===== src/rtl/fetch_prefetch_if.sv =====
// ---------------------------------------------------------------------------
// fetch_prefetch_if
// Instruction-memory request/response port between the fetch front end and
// the memory controller.
//   memInstFree   memory can accept a new request
//   memInstOutEn  one-cycle pulse, memInst valid
//   memInst       returned instruction word
//   instEn        request valid, held with instAddr until memInstOutEn
//   instAddr      request address
// Modports: master = fetch side, slave = memory side.
// ---------------------------------------------------------------------------
interface fetch_prefetch_if #(
  parameter int ADDR_W = 32,
  parameter int INST_W = 32
);
  logic              memInstFree;
  logic              memInstOutEn;
  logic [INST_W-1:0] memInst;
  logic              instEn;
  logic [ADDR_W-1:0] instAddr;

  modport master (
    input  memInstFree, memInstOutEn, memInst,
    output instEn, instAddr
  );

  modport slave (
    output memInstFree, memInstOutEn, memInst,
    input  instEn, instAddr
  );
endinterface


===== src/rtl/fetch_prefetch.sv =====
// ---------------------------------------------------------------------------
// fetch_prefetch
// Instruction-fetch front end with a QDEPTH-entry prefetch queue between the
// instruction memory port and the decoder. Keeps fetching sequential words
// while the decoder stalls, stops after a branch/jump word (bit 6 set) and
// restarts on enJump/enBranch (enJump wins).
// Ports:
//   clk, rst              clock, synchronous active-high reset
//   stall                 decoder cannot accept; DecEn/PC/inst held
//   enJump/JumpAddr       jump redirect
//   enBranch/BranchAddr   taken-branch redirect
//   DecEn/PC/inst         registered decoder outputs
//   mem                   memory port (fetch_prefetch_if.master)
// Optional feature macro: FETCH_BYPASS_EN -- an accepted response arriving
// with the queue empty and no stall goes straight to PC/inst (latency 1).
// ---------------------------------------------------------------------------
module fetch_prefetch #(
  parameter int                ADDR_W   = 32,
  parameter int                INST_W   = 32,
  parameter int                QDEPTH   = 4,
  parameter logic [ADDR_W-1:0] RESET_PC = '0
) (
  input  logic              clk,
  input  logic              rst,
  input  logic              stall,
  input  logic              enJump,
  input  logic [ADDR_W-1:0] JumpAddr,
  input  logic              enBranch,
  input  logic [ADDR_W-1:0] BranchAddr,
  output logic              DecEn,
  output logic [ADDR_W-1:0] PC,
  output logic [INST_W-1:0] inst,
  fetch_prefetch_if.master  mem
);
  localparam int PW = $clog2(QDEPTH);
  localparam logic [PW:0] QFULL  = (PW+1)'(QDEPTH);
  localparam logic [PW:0] QEMPTY = (PW+1)'(0);

  typedef enum logic [1:0] {IDLE = 2'd0, REQ = 2'd1, WAITBJ = 2'd2} state_t;

  state_t              state_r, state_n;
  logic                inst_en_r, inst_en_n;
  logic [ADDR_W-1:0]   inst_addr_r, inst_addr_n;
  logic                drop_r, drop_n;
  logic                dec_en_r, dec_en_n;
  logic [ADDR_W-1:0]   pc_r, pc_n;
  logic [INST_W-1:0]   inst_r, inst_n;
  logic [ADDR_W-1:0]   q_pc_r   [QDEPTH];
  logic [INST_W-1:0]   q_inst_r [QDEPTH];
  logic [PW-1:0]       wr_ptr_r, rd_ptr_r;
  logic [PW:0]         count_r, count_n;

  logic                redir_s, resp_s, accept_s, bypass_s, push_s, pop_s, issue_ok_s;
  logic [ADDR_W-1:0]   target_s;

  assign DecEn        = dec_en_r;
  assign PC           = pc_r;
  assign inst         = inst_r;
  assign mem.instEn   = inst_en_r;
  assign mem.instAddr = inst_addr_r;

  // Queue control: redirect, response acceptance, push/pop and next occupancy
  always_comb begin
    redir_s  = enJump | enBranch;
    target_s = enJump ? JumpAddr : BranchAddr;
    // In REQ exactly one request is outstanding; a pulse elsewhere is ignored
    resp_s   = mem.memInstOutEn && (state_r == REQ);
    // A response is discarded when it is the dropped one or a redirect hits it
    accept_s = resp_s && !drop_r && !redir_s;
`ifdef FETCH_BYPASS_EN
    bypass_s = accept_s && !stall && (count_r == QEMPTY);
`else
    bypass_s = 1'b0;
`endif
    push_s   = accept_s && !bypass_s;
    pop_s    = !redir_s && !stall && (count_r != QEMPTY);
    if (redir_s) begin
      count_n = QEMPTY;
    end else begin
      count_n = count_r + {{PW{1'b0}}, push_s} - {{PW{1'b0}}, pop_s};
    end
    // No request is outstanding when this is consulted, so occupancy alone decides
    issue_ok_s = mem.memInstFree && (count_n < QFULL);
  end

  // Fetch FSM next-state and request outputs
  always_comb begin
    state_n     = state_r;
    inst_en_n   = inst_en_r;
    inst_addr_n = inst_addr_r;
    drop_n      = drop_r;
    if (redir_s) begin
      inst_addr_n = target_s;
      inst_en_n   = 1'b0;
      if ((state_r == REQ) && !resp_s) begin
        // Old request still in flight: swallow its response, then fetch target
        drop_n  = 1'b1;
        state_n = REQ;
      end else begin
        drop_n  = 1'b0;
        state_n = IDLE;
      end
    end else begin
      case (state_r)
        IDLE: begin
          if (issue_ok_s) begin
            inst_en_n = 1'b1;
            state_n   = REQ;
          end else begin
            inst_en_n = 1'b0;
            state_n   = IDLE;
          end
        end
        REQ: begin
          if (!resp_s) begin
            state_n = REQ;
          end else if (drop_r) begin
            // Dropped response consumed; instAddr already holds the target
            drop_n = 1'b0;
            if (issue_ok_s) begin
              inst_en_n = 1'b1;
              state_n   = REQ;
            end else begin
              inst_en_n = 1'b0;
              state_n   = IDLE;
            end
          end else if (mem.memInst[6]) begin
            inst_en_n = 1'b0;
            state_n   = WAITBJ;
          end else begin
            inst_addr_n = inst_addr_r + ADDR_W'(32'd4);
            if (issue_ok_s) begin
              inst_en_n = 1'b1;
              state_n   = REQ;
            end else begin
              inst_en_n = 1'b0;
              state_n   = IDLE;
            end
          end
        end
        WAITBJ: begin
          inst_en_n = 1'b0;
          state_n   = WAITBJ;
        end
        default: begin
          inst_en_n = 1'b0;
          drop_n    = 1'b0;
          state_n   = IDLE;
        end
      endcase
    end
  end

  // Decoder-side output selection
  always_comb begin
    dec_en_n = dec_en_r;
    pc_n     = pc_r;
    inst_n   = inst_r;
    if (stall) begin
      dec_en_n = dec_en_r;
    end else if (redir_s) begin
      dec_en_n = 1'b0;
    end else if (bypass_s) begin
      dec_en_n = 1'b1;
      pc_n     = inst_addr_r;
      inst_n   = mem.memInst;
    end else if (pop_s) begin
      dec_en_n = 1'b1;
      pc_n     = q_pc_r[rd_ptr_r];
      inst_n   = q_inst_r[rd_ptr_r];
    end else begin
      dec_en_n = 1'b0;
    end
  end

  // FSM, request and decoder output registers
  always_ff @(posedge clk) begin
    if (rst) begin
      state_r     <= IDLE;
      inst_en_r   <= 1'b0;
      inst_addr_r <= RESET_PC;
      drop_r      <= 1'b0;
      dec_en_r    <= 1'b0;
      pc_r        <= '0;
      inst_r      <= '0;
    end else begin
      state_r     <= state_n;
      inst_en_r   <= inst_en_n;
      inst_addr_r <= inst_addr_n;
      drop_r      <= drop_n;
      dec_en_r    <= dec_en_n;
      pc_r        <= pc_n;
      inst_r      <= inst_n;
    end
  end

  // Prefetch queue pointers, occupancy and storage
  always_ff @(posedge clk) begin
    if (rst) begin
      wr_ptr_r <= '0;
      rd_ptr_r <= '0;
      count_r  <= QEMPTY;
      for (int i = 0; i < QDEPTH; i++) begin
        q_pc_r[i]   <= '0;
        q_inst_r[i] <= '0;
      end
    end else begin
      count_r <= count_n;
      if (redir_s) begin
        wr_ptr_r <= '0;
        rd_ptr_r <= '0;
      end else begin
        if (push_s) begin
          q_pc_r[wr_ptr_r]   <= inst_addr_r;
          q_inst_r[wr_ptr_r] <= mem.memInst;
          wr_ptr_r           <= wr_ptr_r + PW'(1);
        end else begin
          wr_ptr_r <= wr_ptr_r;
        end
        if (pop_s) begin
          rd_ptr_r <= rd_ptr_r + PW'(1);
        end else begin
          rd_ptr_r <= rd_ptr_r;
        end
      end
    end
  end
endmodule


===== src/flat_wrapper.sv =====
// flat-port wrapper written by rule: the top's interface ports become plain ports
module fetch_prefetch_flat 
#(
  parameter int                ADDR_W   = 32,
  parameter int                INST_W   = 32,
  parameter int                QDEPTH   = 4,
  parameter logic [ADDR_W-1:0] RESET_PC = '0
)
  (clk, rst, stall, enJump, JumpAddr, enBranch, BranchAddr, DecEn, PC, inst, mem_memInstFree, mem_memInstOutEn, mem_memInst, mem_instEn, mem_instAddr);
  fetch_prefetch_if #(.ADDR_W(ADDR_W), .INST_W(INST_W)) mem_i ();
  input  logic clk;
  input  logic rst;
  input  logic stall;
  input  logic enJump;
  input  logic [ADDR_W-1:0] JumpAddr;
  input  logic enBranch;
  input  logic [ADDR_W-1:0] BranchAddr;
  output logic DecEn;
  output logic [ADDR_W-1:0] PC;
  output logic [INST_W-1:0] inst;
  input wire logic [$bits(mem_i.memInstFree)-1:0] mem_memInstFree;
  input wire logic [$bits(mem_i.memInstOutEn)-1:0] mem_memInstOutEn;
  input wire logic [$bits(mem_i.memInst)-1:0] mem_memInst;
  output wire logic [$bits(mem_i.instEn)-1:0] mem_instEn;
  output wire logic [$bits(mem_i.instAddr)-1:0] mem_instAddr;
  assign mem_i.memInstFree = mem_memInstFree;
  assign mem_i.memInstOutEn = mem_memInstOutEn;
  assign mem_i.memInst = mem_memInst;
  assign mem_instEn = mem_i.instEn;
  assign mem_instAddr = mem_i.instAddr;
  fetch_prefetch #(.ADDR_W(ADDR_W), .INST_W(INST_W), .QDEPTH(QDEPTH), .RESET_PC(RESET_PC)) u_core (.clk(clk), .rst(rst), .stall(stall), .enJump(enJump), .JumpAddr(JumpAddr), .enBranch(enBranch), .BranchAddr(BranchAddr), .DecEn(DecEn), .PC(PC), .inst(inst), .mem(mem_i));
endmodule

===== config.mk =====
export PLATFORM = sky130hd
export DESIGN_NAME = fetch_prefetch_flat
export DESIGN_NICKNAME = d
export VERILOG_FILES = /design/src/rtl/fetch_prefetch_if.sv /design/src/rtl/fetch_prefetch.sv /design/src/flat_wrapper.sv
export SDC_FILE = /design/constraint.sdc
export NUM_CORES = 1
export LEC_CHECK = 0
export ABC_AREA = 1
export CAP_MARGIN = 20
export CORE_UTILIZATION = 56
export DETAILED_ROUTE_END_ITERATION = 12
export PLACE_DENSITY_LB_ADDON = 0.2
export SKIP_CTS_REPAIR_TIMING = 1
export SYNTH_ARGS = -nofsm -noshare
export SYNTH_HDL_FRONTEND = slang
export SYNTH_SLANG_ARGS = --single-unit

===== constraint.sdc =====
create_clock -name clk -period 8.33 [get_ports clk]
set_input_delay 0.833 -clock clk [delete_from_list [all_inputs] [get_ports clk]]
set_output_delay 0.833 -clock clk [all_outputs]
set_load 0.01 [all_outputs]

==> summary.md <==
| Metric | Value |
|---|---|
| Largest buffer count on any clock path | 3 |
| Max H-tree Level | 2 |
| Longest individual stage delay on the worst path | 860 ps |
| Aggregate global routing overflow | 0 |
| Core utilization of the finished layout | 68.6% |
| Count of input and output buffers | 200 |
| Routed WL | 41700 um |
| First-pass iteration count of the detailed router | 9 |
| Final worst path period need | 4490 ps |
| Main area contributors after synthesis | sky130_fd_sc_hd__edfxtp_1 (47%), sky130_fd_sc_hd__dfxtp_1 (13%), sky130_fd_sc_hd__nor2_1 (12%) |
| Peak Freq | 223 MHz |
| Effective utilization at floorplan | 56.9% |
| Synth Net Count | 1907 |
| Vias post-DR | 13142 |
| Min-delay src | u_core.drop_r |
| Iteration-0 DRC count of the detailed router | 1149 |
| Result of the run | finished, violations left |
| Kind of critical path | input pin to flop |
| Final Cycle Share | 53.9% |
| Crit path launch type | input pin |
| Leading cell type in the layout, fill and taps excluded | sky130_fd_sc_hd__nor2_1 |
| Via density per instance | 5.61 |
| Synth unique cells | 32 |
| TritonCTS Sinks | 364 |
| Relative area change from synthesis to final layout | 20.5% |
| Die footprint | 0.0299 mm2 |
| Synth warn | 0 |
| Worst hold-check slack | 526 ps |
| Cell count of the worst hold path | 2 |
| X dimension of the die | 173 um |
| Worst clock skew | 20.4 ps |
| Peak supply drop | 0.114 mV |
| Share of power burned in registers | 50.6% |
| Register bit count reported by yosys | 364 |
| Number of routed nets with antenna violations | 0 |
| CTS root buffer | sky130_fd_sc_hd__clkbuf_16 |
| Power per standard cell area | 203 mW/mm2 |
| Core ar. | 0.0287 mm2 |
| Switching share of power | 21.3% |
| Crit path from | enBranch |
| Non-Filler Cell Area, Final | 0.0197 mm2 |
| Ordered cell list for the critical path | clkdlybuf4s50_1, nor2_8, inv_4, nor2_8, inv_4, nor2_4, inv_6, o21ai_4, buf_4 |
| Global router's overall resource usage | 27.8% |
| Antenna diode count | 0 |
| Hold Path Class | flop to flop |
| Endpoint kind of the worst setup timing path | flop |
| Most area-hungry cell type in the Yosys netlist | sky130_fd_sc_hd__edfxtp_1 |
| Master of the slowest instance on the critical path | sky130_fd_sc_hd__clkdlybuf4s50_1 |
| Reg2reg start | u_core.state_r[0] |
| Average footprint of a synthesized cell | 9.08 um2 |
| Setup repair after global routing missed its margin | no |
| Per-cell routed wire length | 17.8 um |
| Number of pins with negative max-slew slack in the final report | 0 |
| Top-area cell type share of the netlist area | 47.0% |
| Largest fanout of any net on the critical path | 74 |
| Die height | 173 um |
| Sw power | 851 uW |
| Clk Latency, worst-skew pair | 520 ps |
| Clock tree from TritonCTS | built |
| Required time at the endpoint of the critical path | 8470 ps |
| Post-synthesis cell count | 1800 |
| Top-level I/O count | 201 |
| Final routed DRC violation total | 1 |
| Largest net degree at the start of global routing | 94 |
| Sequential fraction of the synthesis area | 60.3% |
| Number of max-cap violations | 0 |
| # nets final | 2036 |
| Leakage power summed over all cells | 0.00704 uW |
| Number of antenna violations at the first check in global routing | 0 |
| Placed wire-length estimate after detailed placement | 24000 um |
| Cell internal power dissipation | 3150 uW |
| Non-filler instance count after layout | 2342 |
| Violations in the final reports | design-rule violations |
| First-pass GRT wire length | 65400 um |
| Combined area of all synthesized cells | 0.0163 mm2 |
| Remaining max-slew budget at the tightest pin | 30.0% |
| Final hold vios | 0 |
| Top library cells by usage in the layout, fill and taps aside | sky130_fd_sc_hd__nor2_1 (508), sky130_fd_sc_hd__edfxtp_1 (256), sky130_fd_sc_hd__o21ai_0 (240) |
| Crit path arrival time | 4630 ps |
| Pin slew with the least headroom to its limit | 1050 ps |
| Number of global-route vias before repair | 12718 |
| Cells after DPL | 2274 |
| Global placement routability congestion | 0.917 |
| Reg2Reg Depth | 7 |
| Final setup violation count | 0 |
| Fraction of final layout cells with drive strength greater than 1 | 7.00% |
| Portion of total power attributed to combinational logic | 6.1% |
| Clock group share of total power | 43.3% |
| Row count | 62 |
| CTS clock-pin slew for the worst setup and hold paths | 60 ps |
| CTS buffer count | 37 |
| Placed cell area | 0.0184 mm2 |
| Setup TNS after final layout | 0 ps |
## registers in the layout, summed over array words and instances, names as in the netlist
signal               flops
u_core.count_r           3
u_core.wr_ptr_r          2
u_core.DecEn             1
u_core.PC               32
u_core.q_pc_r          128
u_core.drop_r            1
u_core.inst             32
u_core.state_r           2
u_core.mem.instAddr     32
u_core.q_inst_r        128
u_core.rd_ptr_r          2
u_core.mem.instEn        1
## cells in the mapped netlist (all sizes together)
library cell	instances
ha	3
buf	50
nand2	127
or2	1
inv	112
fa	1
o21ai	251
o32ai	1
nand4	2
edfxtp	256
o211ai	1
nor2	555
nor3	94
nand3	29
clkbuf	72
o22ai	2
a21oi	61
clkinv	1
a31oi	67
a221oi	1
dfxtp	108
xor2	5
## cell families after synthesis
logic type,share of synthesized area (%)
AND/OR/NAND/NOR,20.7
AO/OA/AOI/OAI,12.4
flip-flops,60.3
buffers and inverters,6.10
XOR/XNOR,0.268
adder cells (fa/ha/maj),0.352
## power by group through the flow
stage	logic, uW	clock network [uW]	registers, uW
final	246	1730	2020
after global routing	270	1820	2030
after CTS	246	1750	2020
after detailed placement	244	0	2060
after global placement	240	0	2060
after floorplan	118	0	2060
## path summary, 6_finish.rpt
kind	to	slack (ps)
setup / recovery	u_core.q_pc_r[1][23]	3840
hold / removal	u_core.drop_r	530
setup reg to reg	u_core.q_pc_r[1][23]	5210
hold reg to reg	u_core.drop_r	530
## routing by layer
| metal | up-vias | track usage (%) | routed length [um] | share of wire (%) |
|---|---|---|---|---|
| met5 | - | 0 | 0 | 0 |
| met4 | 0 | 9.40 | 1030 | 2.5 |
| met3 | 65 | 4.73 | 3150 | 7.6 |
| met2 | 551 | 48.1 | 20400 | 49 |
| met1 | 6179 | 35.3 | 17100 | 41 |
| li1 | 6347 | - | - | - |
## worst max-delay path, delay by kind of cell
family | cells | cell delay (ps)
AND/OR/NAND/NOR | 3 | 980
AO/OA/AOI/OAI | 1 | 630
buffers and inverters | 5 | 2080
## area by class of cell
| type | instances | area (um2) |
|---|---|---|
| sequential | 364 | 9850 |
| fill | 2233 | 9020 |
| multi-input combinational | 1201 | 5540 |
| timing repair buffer | 212 | 2090 |
| clock buffer | 50 | 1040 |
| tap | 384 | 480 |
| inverter | 113 | 437 |
| clock inverter | 18 | 239 |
## stage by stage
| step | power, uW | worst slack (ps) |
|---|---|---|
| after floorplan | 2180 | 1420 |
| after global placement | 2300 | 3420 |
| after detailed placement | 2300 | 3320 |
| after CTS | 4010 | 3850 |
| after global routing | 4110 | 3600 |
| final | 4000 | 3840 |
(Power assumes the default switching activity.)
